===== src/rtl/mlp_result_writer.sv =====
// Result-side engine of the MNIST MLP: tracks the per-image argmax of the score stream,
// buffers results in a small FIFO and writes them to y_buf at byte addresses from a base.
module mlp_result_writer #(
  parameter int NUM_IMG        = 10,
  parameter int NUM_CLASS      = 10,
  parameter int DATA_W         = 32,
  parameter int ADDR_W         = 32,
  parameter int BYTES_PER_WORD = 4,
  parameter int FIFO_DEPTH     = 4
) (
  input  logic                         clk_i,
  input  logic                         rst_i,
  input  logic                         start_i,
  input  logic                         mode_i,
  input  logic [ADDR_W-1:0]            base_addr_i,
  input  logic                         score_valid_i,
  output logic                         score_ready_o,
  input  logic [DATA_W-1:0]            score_data_i,
  input  logic                         y_buf_stall_i,
  output logic                         y_buf_en_o,
  output logic                         y_buf_wr_en_o,
  output logic [ADDR_W-1:0]            y_buf_addr_o,
  output logic [DATA_W-1:0]            y_buf_data_o,
  output logic                         pred_valid_o,
  output logic [$clog2(NUM_IMG)-1:0]   pred_img_o,
  output logic [$clog2(NUM_CLASS)-1:0] pred_class_o,
  output logic                         done_intr_o,
  output logic                         done_led_o
);

  localparam int IMG_W = $clog2(NUM_IMG);
  localparam int CLS_W = $clog2(NUM_CLASS);
  localparam int PTR_W = $clog2(FIFO_DEPTH);
  localparam int CNT_W = PTR_W + 1;

  typedef enum logic [1:0] {IDLE, RUN, DRAIN, DONE} state_t;

  state_t state_q, state_d;

  logic [CLS_W-1:0]         class_cnt_q;
  logic [IMG_W-1:0]         img_cnt_q;
  logic                     mode_q;
  logic [ADDR_W-1:0]        wr_addr_q;
  logic signed [DATA_W-1:0] max_q, max_d;
  logic [CLS_W-1:0]         idx_q, idx_d;

  logic [DATA_W-1:0]        fifo_mem [FIFO_DEPTH];
  logic [PTR_W-1:0]         wr_ptr_q, rd_ptr_q;
  logic [CNT_W-1:0]         fifo_cnt_q;
  logic                     fifo_full, fifo_empty;

  logic                     strobe_q;
  logic                     done_led_q;

  logic                     start_go;
  logic                     accept;
  logic                     last_class, last_img;
  logic                     push, pop;
  logic [DATA_W-1:0]        push_data;

  assign fifo_full  = (fifo_cnt_q == CNT_W'(FIFO_DEPTH));
  assign fifo_empty = (fifo_cnt_q == '0);
  assign start_go   = (state_q == IDLE) && start_i;
  assign accept     = score_valid_i && score_ready_o;
  assign last_class = (class_cnt_q == CLS_W'(NUM_CLASS - 1));
  assign last_img   = (img_cnt_q == IMG_W'(NUM_IMG - 1));

  // Argmax including the score being accepted this cycle; ties keep the lower index.
  always_comb begin
    max_d = max_q;
    idx_d = idx_q;
    if (class_cnt_q == '0) begin
      max_d = $signed(score_data_i);
      idx_d = '0;
    end else if ($signed(score_data_i) > max_q) begin
      max_d = $signed(score_data_i);
      idx_d = class_cnt_q;
    end
  end

  assign push      = accept && (!mode_q || last_class);
  assign push_data = mode_q ? DATA_W'(idx_d) : score_data_i;
  assign pop       = (state_q != IDLE) && !fifo_empty && !y_buf_stall_i;

  always_ff @(posedge clk_i) begin
    if (rst_i) state_q <= IDLE;
    else       state_q <= state_d;
  end

  // DRAIN waits for the last popped word to leave the output register as well.
  always_comb begin
    state_d       = state_q;
    score_ready_o = 1'b0;
    done_intr_o   = 1'b0;
    case (state_q)
      IDLE:  if (start_i) state_d = RUN;
      RUN: begin
        score_ready_o = !fifo_full;
        if (accept && last_class && last_img) state_d = DRAIN;
      end
      DRAIN: if (fifo_empty && !strobe_q) state_d = DONE;
      DONE: begin
        done_intr_o = 1'b1;
        state_d     = IDLE;
      end
      default: state_d = IDLE;
    endcase
  end

  always_ff @(posedge clk_i) begin
    if (push) fifo_mem[wr_ptr_q] <= push_data;
  end

  always_ff @(posedge clk_i) begin
    if (rst_i) begin
      class_cnt_q  <= '0;
      img_cnt_q    <= '0;
      mode_q       <= 1'b0;
      wr_addr_q    <= '0;
      max_q        <= '0;
      idx_q        <= '0;
      wr_ptr_q     <= '0;
      rd_ptr_q     <= '0;
      fifo_cnt_q   <= '0;
      strobe_q     <= 1'b0;
      y_buf_addr_o <= '0;
      y_buf_data_o <= '0;
      pred_valid_o <= 1'b0;
      pred_img_o   <= '0;
      pred_class_o <= '0;
      done_led_q   <= 1'b0;
    end else begin
      strobe_q     <= pop;
      pred_valid_o <= accept && last_class;

      if (start_go) begin
        class_cnt_q <= '0;
        img_cnt_q   <= '0;
        mode_q      <= mode_i;
        wr_addr_q   <= base_addr_i;
        wr_ptr_q    <= '0;
        rd_ptr_q    <= '0;
        fifo_cnt_q  <= '0;
        done_led_q  <= 1'b0;
      end else begin
        if (push) wr_ptr_q <= wr_ptr_q + PTR_W'(1);
        if (pop) begin
          rd_ptr_q     <= rd_ptr_q + PTR_W'(1);
          y_buf_addr_o <= wr_addr_q;
          y_buf_data_o <= fifo_mem[rd_ptr_q];
          wr_addr_q    <= wr_addr_q + ADDR_W'(BYTES_PER_WORD);
        end
        case ({push, pop})
          2'b10:   fifo_cnt_q <= fifo_cnt_q + CNT_W'(1);
          2'b01:   fifo_cnt_q <= fifo_cnt_q - CNT_W'(1);
          default: fifo_cnt_q <= fifo_cnt_q;
        endcase
        if (state_d == DONE) done_led_q <= 1'b1;
      end

      if (accept) begin
        max_q <= max_d;
        idx_q <= idx_d;
        if (last_class) begin
          class_cnt_q  <= '0;
          img_cnt_q    <= last_img ? '0 : img_cnt_q + IMG_W'(1);
          pred_img_o   <= img_cnt_q;
          pred_class_o <= idx_d;
        end else begin
          class_cnt_q <= class_cnt_q + CLS_W'(1);
        end
      end
    end
  end

  assign y_buf_en_o    = strobe_q;
  assign y_buf_wr_en_o = strobe_q;
  assign done_led_o    = done_led_q;

endmodule


===== config.mk =====
export PLATFORM = sky130hd
export DESIGN_NAME = mlp_result_writer
export DESIGN_NICKNAME = d
export VERILOG_FILES = /design/src/rtl/mlp_result_writer.sv
export SDC_FILE = /design/constraint.sdc
export NUM_CORES = 1
export LEC_CHECK = 0
export CORE_ASPECT_RATIO = 0.9
export CORE_MARGIN = 2
export CORE_UTILIZATION = 65
export DETAILED_ROUTE_END_ITERATION = 6
export DONT_BUFFER_PORTS = 1
export PLACE_DENSITY_LB_ADDON = 0.1
export RECOVER_POWER = 25
export SYNTH_ARGS = -nofsm -noshare
export SYNTH_HDL_FRONTEND = slang
export SYNTH_SLANG_ARGS = --single-unit
export TNS_END_PERCENT = 5

===== constraint.sdc =====
create_clock -name clk_i -period 5.31 [get_ports clk_i]
set_input_delay 1.062 -clock clk_i [delete_from_list [all_inputs] [get_ports clk_i]]
set_output_delay 1.062 -clock clk_i [all_outputs]
set_load 0.03 [all_outputs]

# ---- Word level (Yosys, flattened, before mapping)
# Memories as Yosys holds them, arrays and structs flattened. A register that Yosys moved wholly into a read port is not among the register bits.
# Index checks and enable logic that the tools add are counted.
dict set report totals {
  latch_bits 0
  inputBits 70
  ff_bits 129
  word_cells 84
  rom_bits 0
  output_inout_bits 78
  mem_bits_rw 128
  n_memories 1
}
# name words word_bits rd rd_clocked_by_memory_dff wr line_no
set memory_table {}
lappend memory_table {fifo_mem 4 32 1 1 1 47} ;# logic [DATA_W-1:0] fifo_mem [FIFO_DEPTH];
dict set report op_classes {
  n_bitwise 1
  eq_ne 9
  n_mul 0
  add_sub_neg 7
  n_lt_le_gt_ge 1
  mux 23
  shifts 0
  div_mod_pow 0
  reduce_logical 26
}
# cell n
set ops {}
lappend ops {{$mux W32} 5}
lappend ops {{$mux W4} 9}
lappend ops {{$add A32 B3 Y32 const B} 1}
lappend ops {{$gt A32 B32 Y1} 1}
lappend ops {{$reduce_bool A2 Y1} 5}
lappend ops {{$add A4 B1 Y4 const B} 2}
lappend ops {{$eq A2 B2 Y1 const B} 4}
lappend ops {{$eq A4 B4 Y1 const B} 2}
lappend ops {{$logic_and A1 B1 Y1} 8}
lappend ops {{$pmux W2 S4} 1}
lappend ops {{$mux W2} 3}
lappend ops {{$pmux W3 S2} 1}
lappend ops {{$reduce_and A2 Y1} 3}
lappend ops {{$logic_not A1 Y1} 5}
lappend ops {{$add A2 B1 Y2 const B} 2}
lappend ops {{$eq A2 B1 Y1 const B} 2}
lappend ops {{$logic_not A4 Y1} 1}
lappend ops {{$mux W1} 4}
lappend ops {{$add A3 B1 Y3 const B} 1}
lappend ops {{$eq A3 B3 Y1 const B} 1}
lappend ops {{$logic_not A3 Y1} 1}
lappend ops {{$sub A3 B1 Y3 const B} 1}
lappend ops {{$logic_not A2 Y1} 1}
lappend ops {{$reduce_or A2 Y1} 1}
lappend ops {{2 further kinds} 2}

# ---- Logic depth before layout (Yosys ltp)
dict set report logic_depth {
  depth_word 9
  depth_mapped 13
  mapped_depth_nobuf 12
}

# ---- Least setup slack after synthesis
# OpenSTA, ideal clock, no wires.
dict set report synth_path {
  path_type {input port to flip-flop}
  from {input y_buf_stall_i}
  to {register fifo_cnt_q[2]}
  path_buffers 3
  path_stages 12
  setup_time_ps 128
  arrival_ps 3298
  slack_ps 1884
  t_required_ps 5182
  cell_sequence {or3_1 > buf_2 > inv_2 > clkbuf_1 > buf_1 > ha_1 > inv_1 > fa_1 > xor2_1 > nor2_1 > xnor2_1 > nor2_1}
}
dict set report synth_between {
  elab_chain_len 4
  word_cells_on_any_way 6
  classes_between {eq/ne: 2; mux: 1; reduce/logical: 3}
}
# element line_no
set synth_rtl {}
lappend synth_rtl {{from (decl)} 19} ;# input logic y_buf_stall_i,
lappend synth_rtl {{$logic_not A1 Y1 *} 83} ;# assign pop = (state_q != IDLE) && !fifo_empty && !y_buf_stall_i;
lappend synth_rtl {{$logic_and A1 B1 Y1 *} 83}
lappend synth_rtl {{via pop} 58} ;# logic push, pop;
lappend synth_rtl {{$eq A2 B1 Y1 or $eq A2 B2 Y1 (tied branches)} 153} ;# case ({push, pop})
lappend synth_rtl {{$pmux W3 S2 or $reduce_bool A2 Y1 (tied branches)} -}
lappend synth_rtl {{to (signal assigned)} 154} ;# 2'b10: fifo_cnt_q <= fifo_cnt_q + CNT_W'(1);
lappend synth_rtl {{to (signal assigned)} 155} ;# 2'b01: fifo_cnt_q <= fifo_cnt_q - CNT_W'(1);
lappend synth_rtl {{to (signal assigned)} 156} ;# default: fifo_cnt_q <= fifo_cnt_q;
lappend synth_rtl {{to (decl)} 49} ;# logic [CNT_W-1:0] fifo_cnt_q;
# Mark *: on every way through the listed nets, which the timed path passes. The rest lies on a longest branch.
# A chain may end at the register's enable or synchronous reset.

# ---- Worst setup path after layout
dict set report layout_path {
  from {register mode_q}
  to {register fifo_cnt_q[2]}
}
dict set report layout_between {
  elab_chain_len 5
  word_cells_on_any_way 7
  classes_between {eq/ne: 2; mux: 1; reduce/logical: 4}
}
# element line_no
set layout_rtl {}
lappend layout_rtl {{from (decl)} 42} ;# logic mode_q;
lappend layout_rtl {{from (signal assigned)} 139} ;# mode_q <= mode_i;
lappend layout_rtl {{$logic_not A1 Y1 *} 81} ;# assign push = accept && (!mode_q || last_class);
lappend layout_rtl {{$logic_or A1 B1 Y1 *} 81}
lappend layout_rtl {{$logic_and A1 B1 Y1 *} 81}
lappend layout_rtl {{$eq A2 B1 Y1 or $eq A2 B2 Y1 (tied branches)} 153}
lappend layout_rtl {{$pmux W3 S2 or $reduce_bool A2 Y1 (tied branches)} -}
# Every way passes the cells marked *; elsewhere a longest branch is shown, timed or not.

==> results.md <==
• instance count along the most critical hold path: 2
• type of element launching the critical path: register
• Data required, critical path: 5.72 ns
• vias in the first global route: 8,160
• row count: 47
• total of endpoints with negative setup slack in the final report: 0
• beginning of the critical path: mode_q
• final setup slack of the worst path: 1.847 ns
• number of primary I/O pins: 148
• Port Buffer Count: 0
• Final Max Slew Viols: 36
• setup repair after global routing missed its margin: no
• post-layout util: 73.19%
• most common cell after layout, fill and taps aside: sky130_fd_sc_hd__nand2_1
• share of synthesized registers carrying an async set or reset: 0%
• post_cts resized: 0
• vias post-DR: 8,583
• violations in the final reports: max-capacitance violations, max-slew violations
• reg-to-reg slack, setup: 1.85 ns
• class of the tightest hold or removal check: reg -> reg
• Total Die Area: 0.02027 sq mm
• ratio of cells with drive above 1 in the final layout: 9.965%
• number of nets in the finished design: 1,233
• post-CTS setup-driven buffer insertion count: 0
• capturing instance or port of the critical path: fifo_cnt_q[2]
• TritonCTS Buffers: 29
• clk slew on worst S/H paths: 0.06 ns
• number of remaining DRC errors: 0
• maximum fanout encountered on the critical timing path: 35
• worst-case headroom to the max-slew limit: -15.46%
• Main synth FF type: sky130_fd_sc_hd__dfxtp_1
• maximum number of pins on one net before global-route repair: 153
• number of storage elements in the synthesis netlist: 289
• drt initial violations: 812
• category of cells accounting for the largest share of critical-path delay: buffers and inverters
• Max Root-Sink Buffers: 3
• core box area: 0.01858 sq mm
• maximum level of the CTS H-tree: 1
• clock latency on the worst-skew pair: 0.54 ns
• total cell area at the placement stage: 0.01253 sq mm
• n_diodes: 0
• Remaining Overflow, GRT: 0
• wire length of the first global-routing pass: 44,100 um
• arrival time worst endpoint: 3.88 ns
• biggest cell delay along the critical path: 1.23 ns
• routed len/inst: 20.29 um
• average size of a mapped cell: 10.76 sq um
• power density normalized to cell area: 364.3 mW/mm^2
• Detailed Route WL: 28,180 um
• clock period minus final worst setup slack: 3.463 ns
• post-synthesis cell type count: 66
• destination of the worst register-to-register timing path: fifo_cnt_q[2]
• largest vdd supply drop: 0.3842 mV
• count of flip-flops with a built-in enable after synthesis: 128
• Layout Skew: 0.01417 ns
• count of synthesis-stage warnings from yosys: 0
• run status: finished, violations left
• number of sinks on the clock net: 289
• synth-to-layout area growth: 9.301%
• total negative setup slack: 0 ns
• worst slack, placed: 1.504 ns
• number of buffers added to fix hold violations after cts: 0
• clock root buffer master: sky130_fd_sc_hd__clkbuf_16
• Worst Setup End Kind: register
• RD Place Congestion: 0.8540
• hpwl dp: 17,630 um
• portion of the post-synthesis area used by sequential elements: 56.79%
• max capacitance violation total: 1
• cell depth of the worst flop-to-flop path: 10
• Synth Instances: 1,156
• total routing usage reported by global routing: 27.88%
• number of antenna violations at the first check in global routing: 0
• Reg2Reg Launch Point: mode_q
• number of filler instances in the final layout: 1,341
• top library cells by usage in the layout, fill and taps aside: 166 x sky130_fd_sc_hd__nand2_1, 160 x sky130_fd_sc_hd__dfxtp_1, 146 x sky130_fd_sc_hd__a21oi_1, 128 x sky130_fd_sc_hd__edfxtp_1, 57 x sky130_fd_sc_hd__nor2_1
• critical path depth in cells: 10
• clock tree from TritonCTS: done
• Total Power: 0.004955 W
• type of the worst setup path: reg -> reg
• Static Leak: 4.431 nW
• fin crit share: 65.22%
• detailed-route vias per instance: 6.179
• post-route cell area: 0.01360 sq mm
• initial standard-cell utilization of the core: 66.96%
• achievable frequency: 0.2888 GHz
• Syn Nets: 1,268
• first drt pass iteration count: 5
• Die Y-Extent: 135.3 um
• cell-by-cell trace of the critical path: clkbuf_1, a21oi_1, inv_1, ha_1, inv_1, fa_1, xor2_1, nor2_1, xnor2_1, nor2_1
• crit path max-delay cell type: sky130_fd_sc_hd__clkbuf_1
• synthesized cell area: 0.01244 sq mm
• worst slew pin tran: 1.732 ns
• area used by sequential logic in the layout: 0.007068 sq mm
• footprint of the multi-input gates: 0.004877 sq mm
• Final Hold Viols: 0
• post-route antenna net violation count: 0
• width of the die: 149.8 um
• number of buffer and inverter instances along the worst setup path: 3
[layout make-up]
| type | instances | share of cell area, % |
|---|---|---|
| Timing Repair Buffer | 13 | 0.6624 |
| Clock inverter | 23 | 2.438 |
| Clock buffer | 31 | 5.465 |
| Tap cell | 245 | 2.254 |
| Inverter | 49 | 1.352 |
| Sequential cell | 289 | 51.97 |
| Multi-Input combinational cell | 739 | 35.86 |
[cells in the mapped netlist (2+ instances only)]
cell type / number / area [sq um]
sky130_fd_sc_hd__edfxtp_1: 128 / 3844
sky130_fd_sc_hd__buf_1: 14 / 52.55
sky130_fd_sc_hd__nor2_1: 57 / 214.0
sky130_fd_sc_hd__dfxtp_1: 161 / 3223
sky130_fd_sc_hd__xor2_1: 12 / 105.1
sky130_fd_sc_hd__nand4_1: 14 / 87.58
sky130_fd_sc_hd__clkbuf_1: 55 / 206.5
sky130_fd_sc_hd__a211oi_1: 17 / 127.6
sky130_fd_sc_hd__buf_4: 2 / 15.01
sky130_fd_sc_hd__nor4_1: 3 / 18.77
sky130_fd_sc_hd__o31ai_1: 3 / 22.52
sky130_fd_sc_hd__o21ai_0: 50 / 250.2
sky130_fd_sc_hd__nand3b_1: 2 / 15.01
sky130_fd_sc_hd__nor3_1: 15 / 75.07
sky130_fd_sc_hd__a221oi_1: 2 / 17.52
sky130_fd_sc_hd__or3_1: 5 / 31.28
sky130_fd_sc_hd__a31oi_1: 8 / 50.05
sky130_fd_sc_hd__mux4_2: 32 / 720.7
sky130_fd_sc_hd__nand2b_1: 5 / 31.28
sky130_fd_sc_hd__buf_2: 5 / 25.02
sky130_fd_sc_hd__and2_0: 2 / 12.51
sky130_fd_sc_hd__o221ai_1: 2 / 17.52
sky130_fd_sc_hd__o211ai_1: 34 / 255.2
sky130_fd_sc_hd__and3_1: 9 / 56.30
sky130_fd_sc_hd__inv_1: 48 / 180.2
sky130_fd_sc_hd__mux2i_1: 3 / 30.03
sky130_fd_sc_hd__a41oi_1: 4 / 35.03
sky130_fd_sc_hd__ha_1: 41 / 513.0
sky130_fd_sc_hd__and2_1: 9 / 56.30
sky130_fd_sc_hd__a31o_2: 2 / 17.52
sky130_fd_sc_hd__xnor2_1: 8 / 70.07
sky130_fd_sc_hd__nor2b_1: 31 / 193.9
sky130_fd_sc_hd__nand3_1: 23 / 115.1
sky130_fd_sc_hd__nor3b_1: 2 / 15.01
sky130_fd_sc_hd__a32oi_1: 2 / 17.52
sky130_fd_sc_hd__a21oi_1: 146 / 730.7
sky130_fd_sc_hd__nand2_1: 166 / 623.1
sky130_fd_sc_hd__a22oi_1: 3 / 22.52
sky130_fd_sc_hd__a21o_1: 4 / 30.03
[how the worst min path moves through the flow]
stage,start,endpoint,slack (ns)
5_1_grt,wr_addr_q[0],y_buf_addr_o[0],0.47
4_1_cts,wr_addr_q[1],wr_addr_q[1],0.45
3_3_place_gp,wr_addr_q[0],y_buf_addr_o[0],0.44
6_report,wr_addr_q[1],wr_addr_q[1],0.46
2_1_floorplan,wr_addr_q[0],y_buf_addr_o[0],0.43
3_5_place_dp,wr_addr_q[1],wr_addr_q[1],0.44
[state kept, by name (all words and copies together), names as in the netlist]
register	flops
pred_img_o	4
pred_class_o	4
fifo_mem	128
pred_valid_o	1
done_led_o	1
img_cnt_q	4
wr_ptr_q	2
max_q	32
idx_q	4
class_cnt_q	4
rd_ptr_q	2
y_buf_data_o	32
y_buf_en_o	1
fifo_cnt_q	3
y_buf_addr_o	32
mode_q	1
state_q	2
wr_addr_q	32
[metal layers]
metal	up-vias	track usage (%)	part of all wire (%)
met5	-	0	0
li1	4103	-	-
met1	4092	41.21	43
met3	48	6.263	9.2
met2	340	41.98	46
met4	0	7.757	2.4
[kinds of logic after synthesis]
group           Yosys count  synth area share, %
xor+xnor                 20                1.408
flops                   289                56.79
compound gates          289                13.98
fa+ha+maj                42                4.284
mux                      36                6.124
buf+inv                 128                4.133
simple gates            352                13.28
[through the flow]
stage	hold WS [ns]	instances
after floorplan	0.4322	1156
after global placement	0.4355	1335
after detailed placement	0.4439	1335
after CTS	0.4532	1389
after global routing	0.4685	1389
final	0.4576	1389
[where the power goes]
group	internal (W)	switching (W)
clock network	0.00141	0.000863
registers	0.00238	0.0000420
logic	0.0000945	0.000171
total	0.00388	0.00108
[worst register-to-register path: stages, from the launching register on]
cell and delay, ns:
sky130_fd_sc_hd__dfxtp_1 0.30, sky130_fd_sc_hd__clkbuf_1 1.23, sky130_fd_sc_hd__a21oi_1 0.53, sky130_fd_sc_hd__inv_1 0.16, sky130_fd_sc_hd__ha_1 0.21, sky130_fd_sc_hd__inv_1 0.07
sky130_fd_sc_hd__fa_1 0.39, sky130_fd_sc_hd__xor2_1 0.15, sky130_fd_sc_hd__nor2_1 0.12, sky130_fd_sc_hd__xnor2_1 0.13, sky130_fd_sc_hd__nor2_1 0.05
(Power assumes the default switching activity.)
